<file path="src/rtl/universal_shift_reg.sv">
// Universal shift register: DEPTH stages of WIDTH-bit words with hold, shift right,
// shift left and parallel load, plus a saturating count of valid words held.
module universal_shift_reg #(
   parameter int unsigned WIDTH = 1,
   parameter int unsigned DEPTH = 8
) (
   input  logic                       clk,
   input  logic                       rst,
   input  logic                       en,
   input  logic                       clr,
   input  logic [1:0]                 mode,
   input  logic [WIDTH-1:0]           sin_r,
   input  logic [WIDTH-1:0]           sin_l,
   input  logic [WIDTH*DEPTH-1:0]     pin,
   output logic [WIDTH*DEPTH-1:0]     pout,
   output logic [WIDTH-1:0]           sout_r,
   output logic [WIDTH-1:0]           sout_l,
   output logic [$clog2(DEPTH+1)-1:0] fill_cnt,
   output logic                       full
);

   localparam int unsigned     CntW   = $clog2(DEPTH + 1);
   localparam logic [CntW-1:0] CntMax = CntW'(DEPTH);

   typedef enum logic [1:0] {
      ModeHold = 2'b00,
      ModeShr  = 2'b01,
      ModeShl  = 2'b10,
      ModeLoad = 2'b11
   } mode_e;

   // Packed so that stage i sits at bits [i*WIDTH +: WIDTH], matching pin/pout.
   logic [DEPTH-1:0][WIDTH-1:0] r_stage;
   logic [DEPTH-1:0][WIDTH-1:0] w_stage_d;
   logic [CntW-1:0]             r_cnt;
   logic [CntW-1:0]             w_cnt_d;
   logic [CntW-1:0]             w_cnt_sat;
   logic                        r_full;
   logic                        w_full_d;
   mode_e                       w_mode;

   assign w_mode    = mode_e'(mode);
   // Count never wraps: it sticks at DEPTH once a full frame has been seen.
   assign w_cnt_sat = (r_cnt == CntMax) ? r_cnt : r_cnt + 1'b1;

   // Next-state selection: clear beats enable, enable gates the mode decode.
   always_comb begin
      w_stage_d = r_stage;
      w_cnt_d   = r_cnt;
      if (clr) begin
         w_stage_d = '0;
         w_cnt_d   = '0;
      end else if (en) begin
         unique case (w_mode)
            ModeHold: begin
            end
            ModeShr: begin
               for (int i = 0; i < int'(DEPTH) - 1; i++) begin
                  w_stage_d[i] = r_stage[i+1];
               end
               w_stage_d[DEPTH-1] = sin_r;
               w_cnt_d            = w_cnt_sat;
            end
            ModeShl: begin
               for (int i = 1; i < int'(DEPTH); i++) begin
                  w_stage_d[i] = r_stage[i-1];
               end
               w_stage_d[0] = sin_l;
               w_cnt_d      = w_cnt_sat;
            end
            ModeLoad: begin
               w_stage_d = pin;
               w_cnt_d   = CntMax;
            end
         endcase
      end
      // Registered flag so full needs no compare after the flop.
      w_full_d = (w_cnt_d == CntMax);
   end

   // State registers with asynchronous active-low reset.
   always_ff @(posedge clk or negedge rst) begin
      if (!rst) begin
         r_stage <= '0;
         r_cnt   <= '0;
         r_full  <= 1'b0;
      end else begin
         r_stage <= w_stage_d;
         r_cnt   <= w_cnt_d;
         r_full  <= w_full_d;
      end
   end

   assign pout     = r_stage;
   assign sout_r   = r_stage[0];
   assign sout_l   = r_stage[DEPTH-1];
   assign fill_cnt = r_cnt;
   assign full     = r_full;

endmodule

</file>
<file path="config.mk">
export PLATFORM = sky130hd
export DESIGN_NAME = universal_shift_reg
export DESIGN_NICKNAME = d
export VERILOG_FILES = /design/src/rtl/universal_shift_reg.sv
export SDC_FILE = /design/constraint.sdc
export NUM_CORES = 1
export LEC_CHECK = 0
export BUFFER_PORTS_ARGS = -buffer_cell sky130_fd_sc_hd__buf_2
export CAP_MARGIN = 20
export CORE_MARGIN = 3
export CORE_UTILIZATION = 50
export CTS_CLUSTER_SIZE = 14
export DETAILED_ROUTE_END_ITERATION = 7
export GPL_ROUTABILITY_DRIVEN = 0
export GPL_TIMING_DRIVEN = 0
export PLACE_DENSITY = 0.81
export RECOVER_POWER = 25
export SETUP_SLACK_MARGIN = 0.1
export SYNTH_ARGS = -nofsm -noshare
export SYNTH_HDL_FRONTEND = slang
export SYNTH_SLANG_ARGS = --single-unit
export TNS_END_PERCENT = 10
</file>
<file path="constraint.sdc">
create_clock -name clk -period 4.13 [get_ports clk]
set_clock_uncertainty 0.15 [all_clocks]
set_input_delay 0.826 -clock clk [delete_from_list [all_inputs] [get_ports clk]]
set_output_delay 0.826 -clock clk [all_outputs]
set_load 0.05 [all_outputs]
</file>
==> qor.csv, run 1 <==
stage,metric,value,unit
synth,syn_avg_cell_area,9.44,um2
timing,worstMarginPinSlew,0.725,ns
timing,hold_slack,0.430,ns
route,vias,808,
job,drv_cap,0,
floorplanning,die_y,46.3,um
floorplanning,io_pins,31,
clocking,cts_buffers,3,
route,drt_wl_total,1940,um
timing,finalHoldViolCount,0,
setup_path,crit_slowest_cell,o31a_1,
clocking,cts_tree,done,
clocking,cts-root-buf,clkbuf_4,
setup_path,cp_slowest_stage_delay,0.33,ns
power_and_ir_drop,internal-power,0.203,mW
floorplanning,start_util,57.4,%
cells_and_area,layout_common_cells,"buf_2 (31), dfrtp_1 (13), nand2_1 (11)",
route,wl_per_cell,14.4,um
setup_path,cpMostUsedCell,buf_2,
synth,synthDistinctLibCells,25,
floorplanning,row_count,13,
route,drtIter0Drc,30,
synth,synth_area,812,um2
cells_and_area,drive_gt1_share,31.7,%
cells_and_area,nets,143,
power_and_ir_drop,powerDensity,319,nW/um2
setup_path,crit_fanout,10,
setup_path,worstPathArrival,2.27,ns
global_routing,antenna_found_initial,0,
synth,synth_seq_area_share,40.1,%
timing,grt_setup_unrepaired,no,
clocking,post_cts_buffers,0,
timing,relSlewSlack,51.7,%
cells_and_area,final_common_cell,buf_2,
global_routing,grt_max_degree,14,
timing,slew_violations,0,
synth,synth_cells,86,
clocking,clkLatencyLatePin,0.27,ns
setup_path,cp-start-kind,primary input,
setup_path,cp-end-kind,flip-flop,
global_routing,grt_pass1_vias,680,
clocking,clkSinkCount,13,
power_and_ir_drop,clkPwrFrac,24.4,%
clocking,htreeDepth,1,
synth,synth_fp_nets,108,
cells_and_area,syn_to_final_growth,23.9,%
worst_hold_path,hold_path.class,primary input to async pin,
route,viasPerCell,5.99,
setup_path,crit_chain,buf_2 -> inv_1 -> ha_1 -> buf_2 -> o31a_1 -> buf_2 -> nor2_1 -> a311oi_1,
power_and_ir_drop,seq_power_share,44.7,%
power_and_ir_drop,p_leak,0.500,nW
setup_path,cp_top_family,buffers and inverters,
placed_design,dp_hpwl,1460,um
floorplanning,fp.coreArea,1420,um2
global_routing,gr-total-overflow,0,
route,firstDrtPassIters,4,
clocking,clk_path_buf_depth,2,
clocking,path_clk_slew,0.08,ns
timing,clock.fmax,444,MHz
floorplanning,die-area,2140,um2
power_and_ir_drop,swShare,36.8,%
power_and_ir_drop,combPwrFrac,30.9,%
power_and_ir_drop,power.switching,0.118,mW
global_routing,grt_util_all_layers,19.5,%
cells_and_area,antennaDiodeCount,0,
timing,post-route-period-util,54.5,%
timing,setup_violations,0,
cells_and_area,finish.utilization,71.1,%
route,drcViolationCount,0,
timing,min_period,2.25,ns
route,antenna_left,0,
setup_path,cp_num_buf_inv,4,
global_routing,grt_pass1_wl,2990,um
status,status,completed,
synth,ys_warn_count,0,
setup_path,critical_path_class,primary input to flip-flop,
setup_path,critical_path_required,4.15,ns
placed_design,portBuffers,30,
floorplanning,die_x,46.3,um
timing,fin_tns_setup,0,ns
clocking,ctsResizeCount,0,
synth,synth_seq_cells,13,
power_and_ir_drop,vdd_drop_max,0.211,mV
clocking,cts_hold_buf,0,
-- metal layers --
layer	vias to the layer above	global-route usage [%]	wire, um
met1	383	28.0	914
met4	0	5.11	13
li1	386	-	-
met3	2	3.52	143
met2	37	29.7	871
met5	-	0	0
-- cells by family (layout without fill, tap and decap cells) --
kind of cell    Yosys count  in the layout  synth area share (%)
simple gates             32             32                  19.1
buf+inv                  10             44                  5.85
fa+ha+maj                 6              6                  9.24
flops                    13             13                  40.1
compound gates           25             25                  25.7
-- final timing paths --
| path | end | cells after the start | slack (ns) | start |
|---|---|---|---|---|
| setup / recovery | sout_r$_DFFE_PN0P_ | 8 | 1.88 | mode[0] |
| hold / removal | full$_DFF_PN0_ | 1 | 0.43 | rst |
| setup reg to reg | full$_DFF_PN0_ | 6 | 2.16 | fill_cnt[0]$_DFF_PN0_ |
| hold reg to reg | pout[2]$_DFFE_PN0P_ | 2 | 0.44 | pout[3]$_DFFE_PN0P_ |
| max in group asynchronous | pout[5]$_DFFE_PN0P_ | 1 | 2.94 | rst |
| min in group clk | pout[2]$_DFFE_PN0P_ | 2 | 0.44 | pout[3]$_DFFE_PN0P_ |
-- Yosys cell counts --
cell       n  area share, %
dfrtp_1   13             40
nand2_1   11            5.1
nor2_1    10            4.6
a22oi_1    9            8.3
a311oi_1   8            8.6
ha_1       6            9.2
inv_1      4            1.8
nand3_1    3            1.8
a21oi_1    2            1.2
buf_2      2            1.2
buf_4      2            1.8
clkbuf_1   2           0.92
nand2b_1   2            1.5
a2111o_1   1            1.4
a21o_1     1           0.92
a31oi_4    1            2.6
and2b_1    1           0.92
and3b_1    1            1.1
nand4_1    1           0.77
nor2b_1    1           0.77
nor4_1     1           0.77
o21ai_0    1           0.62
o21bai_1   1           0.92
o31a_1     1            1.1
or4b_4     1            1.7
-- metrics by stage --
stage	std cells	worst slack [ns]	total power [mW]	instance area (um2)
final	135	1.88	0.321	1010
after CTS	135	1.89	0.323	1010
after detailed placement	131	1.60	0.245	981
after global placement	131	1.64	0.243	981
after floorplan	86	1.83	0.215	812
after global routing	135	1.72	0.336	1010
-- layout make-up --
cell class | count | area (um2)
clock buffer | 4 | 26.3
fill | 121 | 409
inverter | 4 | 15.0
timing repair buffer | 30 | 149
tap | 15 | 18.8
buffer | 6 | 32.5
multi-input combinational | 63 | 439
sequential | 13 | 325
-- flip-flops by register name, summed over array words and instances (netlist names) --
| name | count |
|---|---|
| fill_cnt | 4 |
| full | 1 |
| pout | 6 |
| sout_l | 1 |
| sout_r | 1 |
-- power groups by stage --
stage | registers, mW | clock network, mW | logic (mW)
2_1_floorplan | 0.173 | 0 | 0.0426
3_3_place_gp | 0.146 | 0 | 0.0970
3_5_place_dp | 0.146 | 0 | 0.0992
4_1_cts | 0.143 | 0.0803 | 0.0996
5_1_grt | 0.145 | 0.0841 | 0.107
6_report | 0.144 | 0.0784 | 0.0993
No activity file was read; power rests on OpenSTA's default activity.
==> run 2, diff against run 1 <==
--- a/config.mk
+++ b/config.mk
@@ -8,12 +8,12 @@
 export BUFFER_PORTS_ARGS = -buffer_cell sky130_fd_sc_hd__buf_2
 export CAP_MARGIN = 20
 export CORE_MARGIN = 3
-export CORE_UTILIZATION = 50
+export CORE_UTILIZATION = 47
 export CTS_CLUSTER_SIZE = 14
 export DETAILED_ROUTE_END_ITERATION = 7
 export GPL_ROUTABILITY_DRIVEN = 0
 export GPL_TIMING_DRIVEN = 0
-export PLACE_DENSITY = 0.81
+export PLACE_DENSITY = 0.77
 export RECOVER_POWER = 25
 export SETUP_SLACK_MARGIN = 0.1
 export SYNTH_ARGS = -nofsm -noshare
==> constraint.sdc (replaced) <==
create_clock -name clk -period 2.1 [get_ports clk]
set_clock_uncertainty 0.15 [all_clocks]
set_input_delay 0.42 -clock clk [delete_from_list [all_inputs] [get_ports clk]]
set_output_delay 0.42 -clock clk [all_outputs]
set_load 0.05 [all_outputs]
==> run 2 against run 1 <==
  * Wire length is 0.77% lower
  * Sequential share of layout area is 0.19 points lower
  * Sequential power rose by 97%
  * Combinational power rose by 97%
  * Utilization shrank 5.7 points
  * Worst setup slack got worse by 1.7 ns
==> qor.csv, run 2 (synthesis results as in run 1) <==
stage,metric,value,unit,change
clocking,clk_path_buf_depth,2,,unchanged
route,wl_per_cell,14.1,um,-2.2%
clocking,cts-root-buf,clkbuf_4,,
power_and_ir_drop,p_leak,0.501,nW,+0.21%
route,top_layer,met4,,
global_routing,antenna_found_initial,0,,unchanged
setup_path,critical_path_class,flip-flop to flip-flop,,
status,status,completed,,
floorplanning,die-area,2260,um2,+5.5%
placed_design,portBuffers,30,,unchanged
timing,clock.fmax,529,MHz,
timing,worstMarginPinSlew,0.730,ns,+0.00523 ns
route,drt_wl_total,1930,um,-0.77%
setup_path,crit_fanout,7,,-3
floorplanning,start_util,52.1,%,-5.3 points
worst_hold_path,hold_path.class,primary input to flip-flop,,
setup_path,critical_path_required,2.11,ns,-2.04 ns
timing,grt_setup_unrepaired,no,,
route,viasPerCell,5.71,,-4.6%
floorplanning,io_pins,31,,unchanged
global_routing,grt_max_degree,14,,unchanged
route,drcViolationCount,0,,unchanged
setup_path,cp_slowest_stage_delay,0.49,ns,+0.16 ns
cells_and_area,final_common_cell,buf_2,,
route,firstDrtPassIters,4,,unchanged
setup_path,crit_chain,inv_2 -> ha_1 -> and3b_1 -> or4b_4 -> a31oi_4 -> nor4_1,,
setup_path,worstPathArrival,1.90,ns,-0.37 ns
route,vias,782,,-3.2%
timing,slew_violations,0,,unchanged
route,drtIter0Drc,18,,-40%
route,wl_met3,114,um,-20%
cells_and_area,syn_to_final_growth,25.6,%,
timing,fin_tns_setup,0,ns,unchanged
timing,relSlewSlack,51.3,%,-0.35 points
cells_and_area,layout_common_cells,"buf_2 (31), nand2_1 (11), dfrtp_1 (11)",,
setup_path,cp-end-kind,flip-flop,,
cells_and_area,drive_gt1_share,33.9,%,+2.2 points
floorplanning,die_x,47.6,um,+2.7%
clocking,post_cts_buffers,0,,unchanged
floorplanning,die_y,47.6,um,+2.7%
route,antenna_left,0,,unchanged
setup_path,crit_slowest_cell,or4b_4,,
clocking,path_clk_slew,0.09,ns,about the same
setup_path,cp_top_family,simple AND/OR/NAND/NOR gates,,
placed_design,dp_hpwl,1390,um,-4.8%
clocking,htreeDepth,1,,unchanged
clocking,clkLatencyLatePin,0.27,ns,about the same
route,wl_met1,925,um,+1.2%
power_and_ir_drop,powerDensity,628,nW/um2,+97%
timing,hold_slack,0.205,ns,-0.224 ns
timing,setup_violations,0,,unchanged
cells_and_area,largest_reg_flops,6,,unchanged
timing,finalHoldViolCount,0,,unchanged
setup_path,cp_num_buf_inv,1,,-3
global_routing,grt_pass1_wl,3060,um,+2.1%
power_and_ir_drop,vdd_drop_max,0.468,mV,+120%
route,route.met2.wl,876,um,+0.57%
floorplanning,fp.coreArea,1560,um2,+10%
job,drv_cap,0,,unchanged
clocking,cts_tree,done,,
global_routing,grt_pass1_vias,687,,+1.0%
cells_and_area,antennaDiodeCount,0,,unchanged
global_routing,gr-total-overflow,0,,unchanged
timing,min_period,1.89,ns,
cells_and_area,nets,144,,+0.70%
floorplanning,row_count,14,,+1
setup_path,cp-start-kind,flip-flop,,
clocking,clkSinkCount,13,,unchanged
clocking,cts_buffers,3,,unchanged
global_routing,grt_util_all_layers,18.9,%,-0.54 points
timing,post-route-period-util,90.0,%,
==> run 2: cell count changes in the layout (fill, tap and decap cells not counted), sizes merged <==
cell         previous run  this run
dlygate4sd3             0         1
==> run 2: where the power goes <==
part	internal (mW)	total [mW]	switching, mW
Clock	0.0735	0.161	0.0873
Sequential	0.266	0.284	0.0176
Combinational	0.0612	0.196	0.135
==> run 2: layout make-up <==
cell class	instances	area, um2
Multi-Input combinational cell	63	439
Sequential cell	13	328
Timing Repair Buffer	31	159
Fill cell	136	539
Clock buffer	4	26.3
Inverter	4	15.0
Tap cell	16	20.0
Buffer	6	32.5
==> run 2: through the flow <==
stage | std cells | total power [mW] | area (um2) | util (%) | setup WS, ns
final | 137 | 0.640 | 1020 | 65.4 | 0.210
after global routing | 137 | 0.672 | 1020 | 65.4 | 0.113
after CTS | 137 | 0.638 | 1020 | 65.5 | 0.205
after detailed placement | 132 | 0.482 | 985 | 63.2 | -0.0297
after global placement | 132 | 0.478 | 985 | 63.2 | 0.0174
after floorplan | 86 | 0.424 | 815 | - | 0.116
==> run 2: per-layer routing <==
metal  track usage, %  up-vias
met4             6.99        0
met1             26.8      361
met3             3.76        2
met5                0        -
li1                 -      386
met2             28.3       33
==> run 2: final timing paths <==
path | startpoint | to | slack [ns] | cells after the start
hold / removal | clr | fill_cnt[0]$_DFF_PN0_ | 0.21 | 2
min in group asynchronous | rst | pout[1]$_DFFE_PN0P_ | 0.56 | 2
hold reg to reg | pout[3]$_DFFE_PN0P_ | pout[2]$_DFFE_PN0P_ | 0.45 | 2
max in group asynchronous | rst | fill_cnt[1]$_DFF_PN0_ | 0.74 | 2
setup reg to reg | fill_cnt[0]$_DFF_PN0_ | full$_DFF_PN0_ | 0.21 | 6
setup / recovery | fill_cnt[0]$_DFF_PN0_ | full$_DFF_PN0_ | 0.21 | 6
==> run 2: repair_timing <==
item,in CTS,in global routing
resized for setup,0,0
endpoints found under the hold margin,13,0
hold buffers,1,0
endpoints found under the setup margin,0,1
==> run 3, diff against run 2 <==
==> constraint.sdc (replaced) <==
create_clock -name clk -period 1.8 [get_ports clk]
set_clock_uncertainty 0.15 [all_clocks]
set_input_delay 0.36 -clock clk [delete_from_list [all_inputs] [get_ports clk]]
set_output_delay 0.36 -clock clk [all_outputs]
set_load 0.05 [all_outputs]
==> run 3 against run 2 <==
  * Worst setup slack lost 0.15 ns
  * Critical path type unchanged
  * Sequential power is 15% higher
  * Power grew 19%
  * Sequential share of layout area decreased by 2.6 points
  * Combinational power up 33%
  * Clock power increased by 9%
  * Highest routed layer unchanged
  * Die area unchanged
  * Critical path depth unchanged
  * Register-to-register slack worse by 0.15 ns
  * Cell count grew 3.6%
  * Hold slack got worse by 0.049 ns
  * Via count rose by 4.0%
  * Critical endpoint unchanged
==> qor.csv, run 3 (synthesis results as in run 1) <==
stage,metric,value,unit,change
route,wl_per_cell,14.0,um,-0.57%
power_and_ir_drop,clkPwrFrac,23.0,%,-2.1 points
global_routing,grt_pass1_wl,2900,um,-5.0%
cells_and_area,syn_to_final_growth,36.5,%,
route,vias,813,,+4.0%
timing,post-route-period-util,96.7,%,+6.7 points
setup_path,worst_r2r_endpoint,full$_DFF_PN0_,,
route,viasPerCell,5.73,,+0.30%
power_and_ir_drop,internal-power,0.484,mW,+21%
route,drcViolationCount,0,,unchanged
floorplanning,die_x,47.6,um,unchanged
global_routing,antenna_found_initial,0,,unchanged
cells_and_area,drive_gt1_share,42.9,%,+9.0 points
clocking,clkSinkCount,13,,unchanged
setup_path,critPathLaunch,fill_cnt[0]$_DFF_PN0_,,
floorplanning,die_y,47.6,um,unchanged
power_and_ir_drop,vdd_drop_max,0.477,mV,+1.9%
power_and_ir_drop,combPwrFrac,34.0,%,+3.4 points
route,drtIter0Drc,21,,+3
global_routing,gr-total-overflow,0,,unchanged
timing,grt_setup_unrepaired,yes,,
timing,finalHoldViolCount,0,,unchanged
setup_path,cp-start-kind,flip-flop,,
power_and_ir_drop,power,0.763,mW,+19%
floorplanning,io_pins,31,,unchanged
cells_and_area,nets,149,,+3.5%
placed_design,portBuffers,30,,unchanged
power_and_ir_drop,power.switching,0.279,mW,+16%
setup_path,r2r_start,fill_cnt[0]$_DFF_PN0_,,
setup_path,critical_path_class,flip-flop to flip-flop,,
floorplanning,fp.coreArea,1560,um2,unchanged
cells_and_area,antennaDiodeCount,0,,unchanged
floorplanning,row_count,14,,unchanged
cells_and_area,largest_reg_flops,6,,unchanged
power_and_ir_drop,powerDensity,688,nW/um2,+9.6%
timing,clock.fmax,575,MHz,+8.6%
cells_and_area,final_common_cell,buf_2,,
route,drt_wl_total,1990,um,+3.1%
timing,slew_violations,0,,unchanged
timing,fin_ws,0.0595,ns,-0.151 ns
timing,min_period,1.74,ns,-0.149 ns
setup_path,reg2reg_depth,6,,unchanged
global_routing,grt_pass1_vias,665,,-3.2%
status,status,completed,,
global_routing,grt_util_all_layers,18.1,%,-0.79 points
clocking,clkLatencyLatePin,0.27,ns,about the same
floorplanning,die-area,2260,um2,unchanged
clocking,cts-root-buf,clkbuf_4,,
power_and_ir_drop,swShare,36.5,%,-0.89 points
floorplanning,start_util,52.1,%,unchanged
job,drv_cap,0,,unchanged
setup_path,reg2reg_slack,0.06,ns,-0.15 ns
setup_path,crit_fanout,2,,-5
clocking,clk_path_buf_depth,2,,unchanged
route,antenna_left,0,,unchanged
timing,setup_violations,0,,unchanged
placed_design,post-place-ws,-0.233,ns,-0.204 ns
cells_and_area,finish.utilization,71.1,%,+5.7 points
clocking,htreeDepth,1,,unchanged
setup_path,endpoint,full$_DFF_PN0_,,
placed_design,dp_hpwl,1420,um,+2.0%
cells_and_area,layout_common_cells,"buf_2 (29), nand2_1 (11), dfrtp_1 (11)",,
setup_path,critical_path_required,1.81,ns,-0.30 ns
route,firstDrtPassIters,4,,unchanged
timing,relSlewSlack,54.0,%,+2.7 points
setup_path,cp-end-kind,flip-flop,,
power_and_ir_drop,seq_power_share,43.0,%,-1.3 points
clocking,path_clk_slew,0.07,ns,-0.02 ns
global_routing,grt_max_degree,14,,unchanged
worst_hold_path,hold_path.class,primary input to flip-flop,,
setup_path,worstPathArrival,1.75,ns,-0.15 ns
clocking,cts_tree,done,,
timing,worstMarginPinSlew,0.689,ns,-0.0410 ns
power_and_ir_drop,p_leak,0.533,nW,+6.5%
clocking,cts_buffers,3,,unchanged
## run 3: changes by cell type in the layout (fill, tap and decap cells not counted), sizes merged
cell    change
buf         +4
clkbuf      +1
## run 3: what timing repair did
item                                    4_1_cts  5_1_grt
hold buffers                                  1        0
resized for setup                             1       10
pin swaps                                     1        1
endpoints found under the setup margin        9        9
setup buffers                                 2        3
hold endpoints to repair                     13        0
## run 3: how the worst min path moves through the flow
stage / startpoint / end / slack, ns / depth (start not counted)
after detailed placement: rst / fill_cnt[2]$_DFF_PN0_ / 0.11 / 1
after global placement: rst / sout_l$_DFFE_PN0P_ / 0.11 / 1
after floorplan: rst / fill_cnt[0]$_DFF_PN0_ / -0.09 / 0
after global routing: clr / fill_cnt[0]$_DFF_PN0_ / 0.15 / 2
final: clr / fill_cnt[0]$_DFF_PN0_ / 0.16 / 2
after CTS: clr / fill_cnt[0]$_DFF_PN0_ / 0.15 / 2
## run 3: final cells by class
type | count | area, um2
Timing Repair Buffer | 36 | 196
Buffer | 6 | 41.3
Inverter | 4 | 15.0
Tap cell | 16 | 20.0
Multi-Input combinational cell | 63 | 482
Clock buffer | 4 | 26.3
Fill cell | 121 | 450
Sequential cell | 13 | 328
## run 3: power by group through the flow
stage               logic, mW  registers (mW)  clock network [mW]
floorplan              0.0978           0.397                   0
CTS                     0.236           0.328               0.181
detailed placement      0.227           0.336                   0
global route            0.281           0.331               0.200
global placement        0.224           0.335                   0
finish                  0.260           0.328               0.175
## run 3: critical path, stage by stage (launching register included)
cell     delay (ns)
dfrtp_2        0.38
inv_2          0.03
ha_2           0.17
and3b_1        0.18
or4b_4         0.49
a31oi_4        0.15
nor4_1         0.07
## run 3: per-layer routing
layer  track usage [%]  wire length, um  vias up  part of all wire [%]
li1                  -                -      400                     -
met4              4.84               14        0                  0.70
met3              5.64              114        2                   5.7
met1              25.2              906      383                    46
met2              27.3              951       28                    48
met5                 0                0        -                     0
## run 3: per-stage QoR
step,cell area (um2),TNS (ns),hold slack [ns],cells
floorplan,817,-0.130,-0.0856,86
global placement,987,-1.57,0.112,132
detailed placement,987,-1.90,0.113,132
CTS,1040,0,0.148,139
global route,1110,-0.00493,0.153,142
finish,1110,0,0.156,142
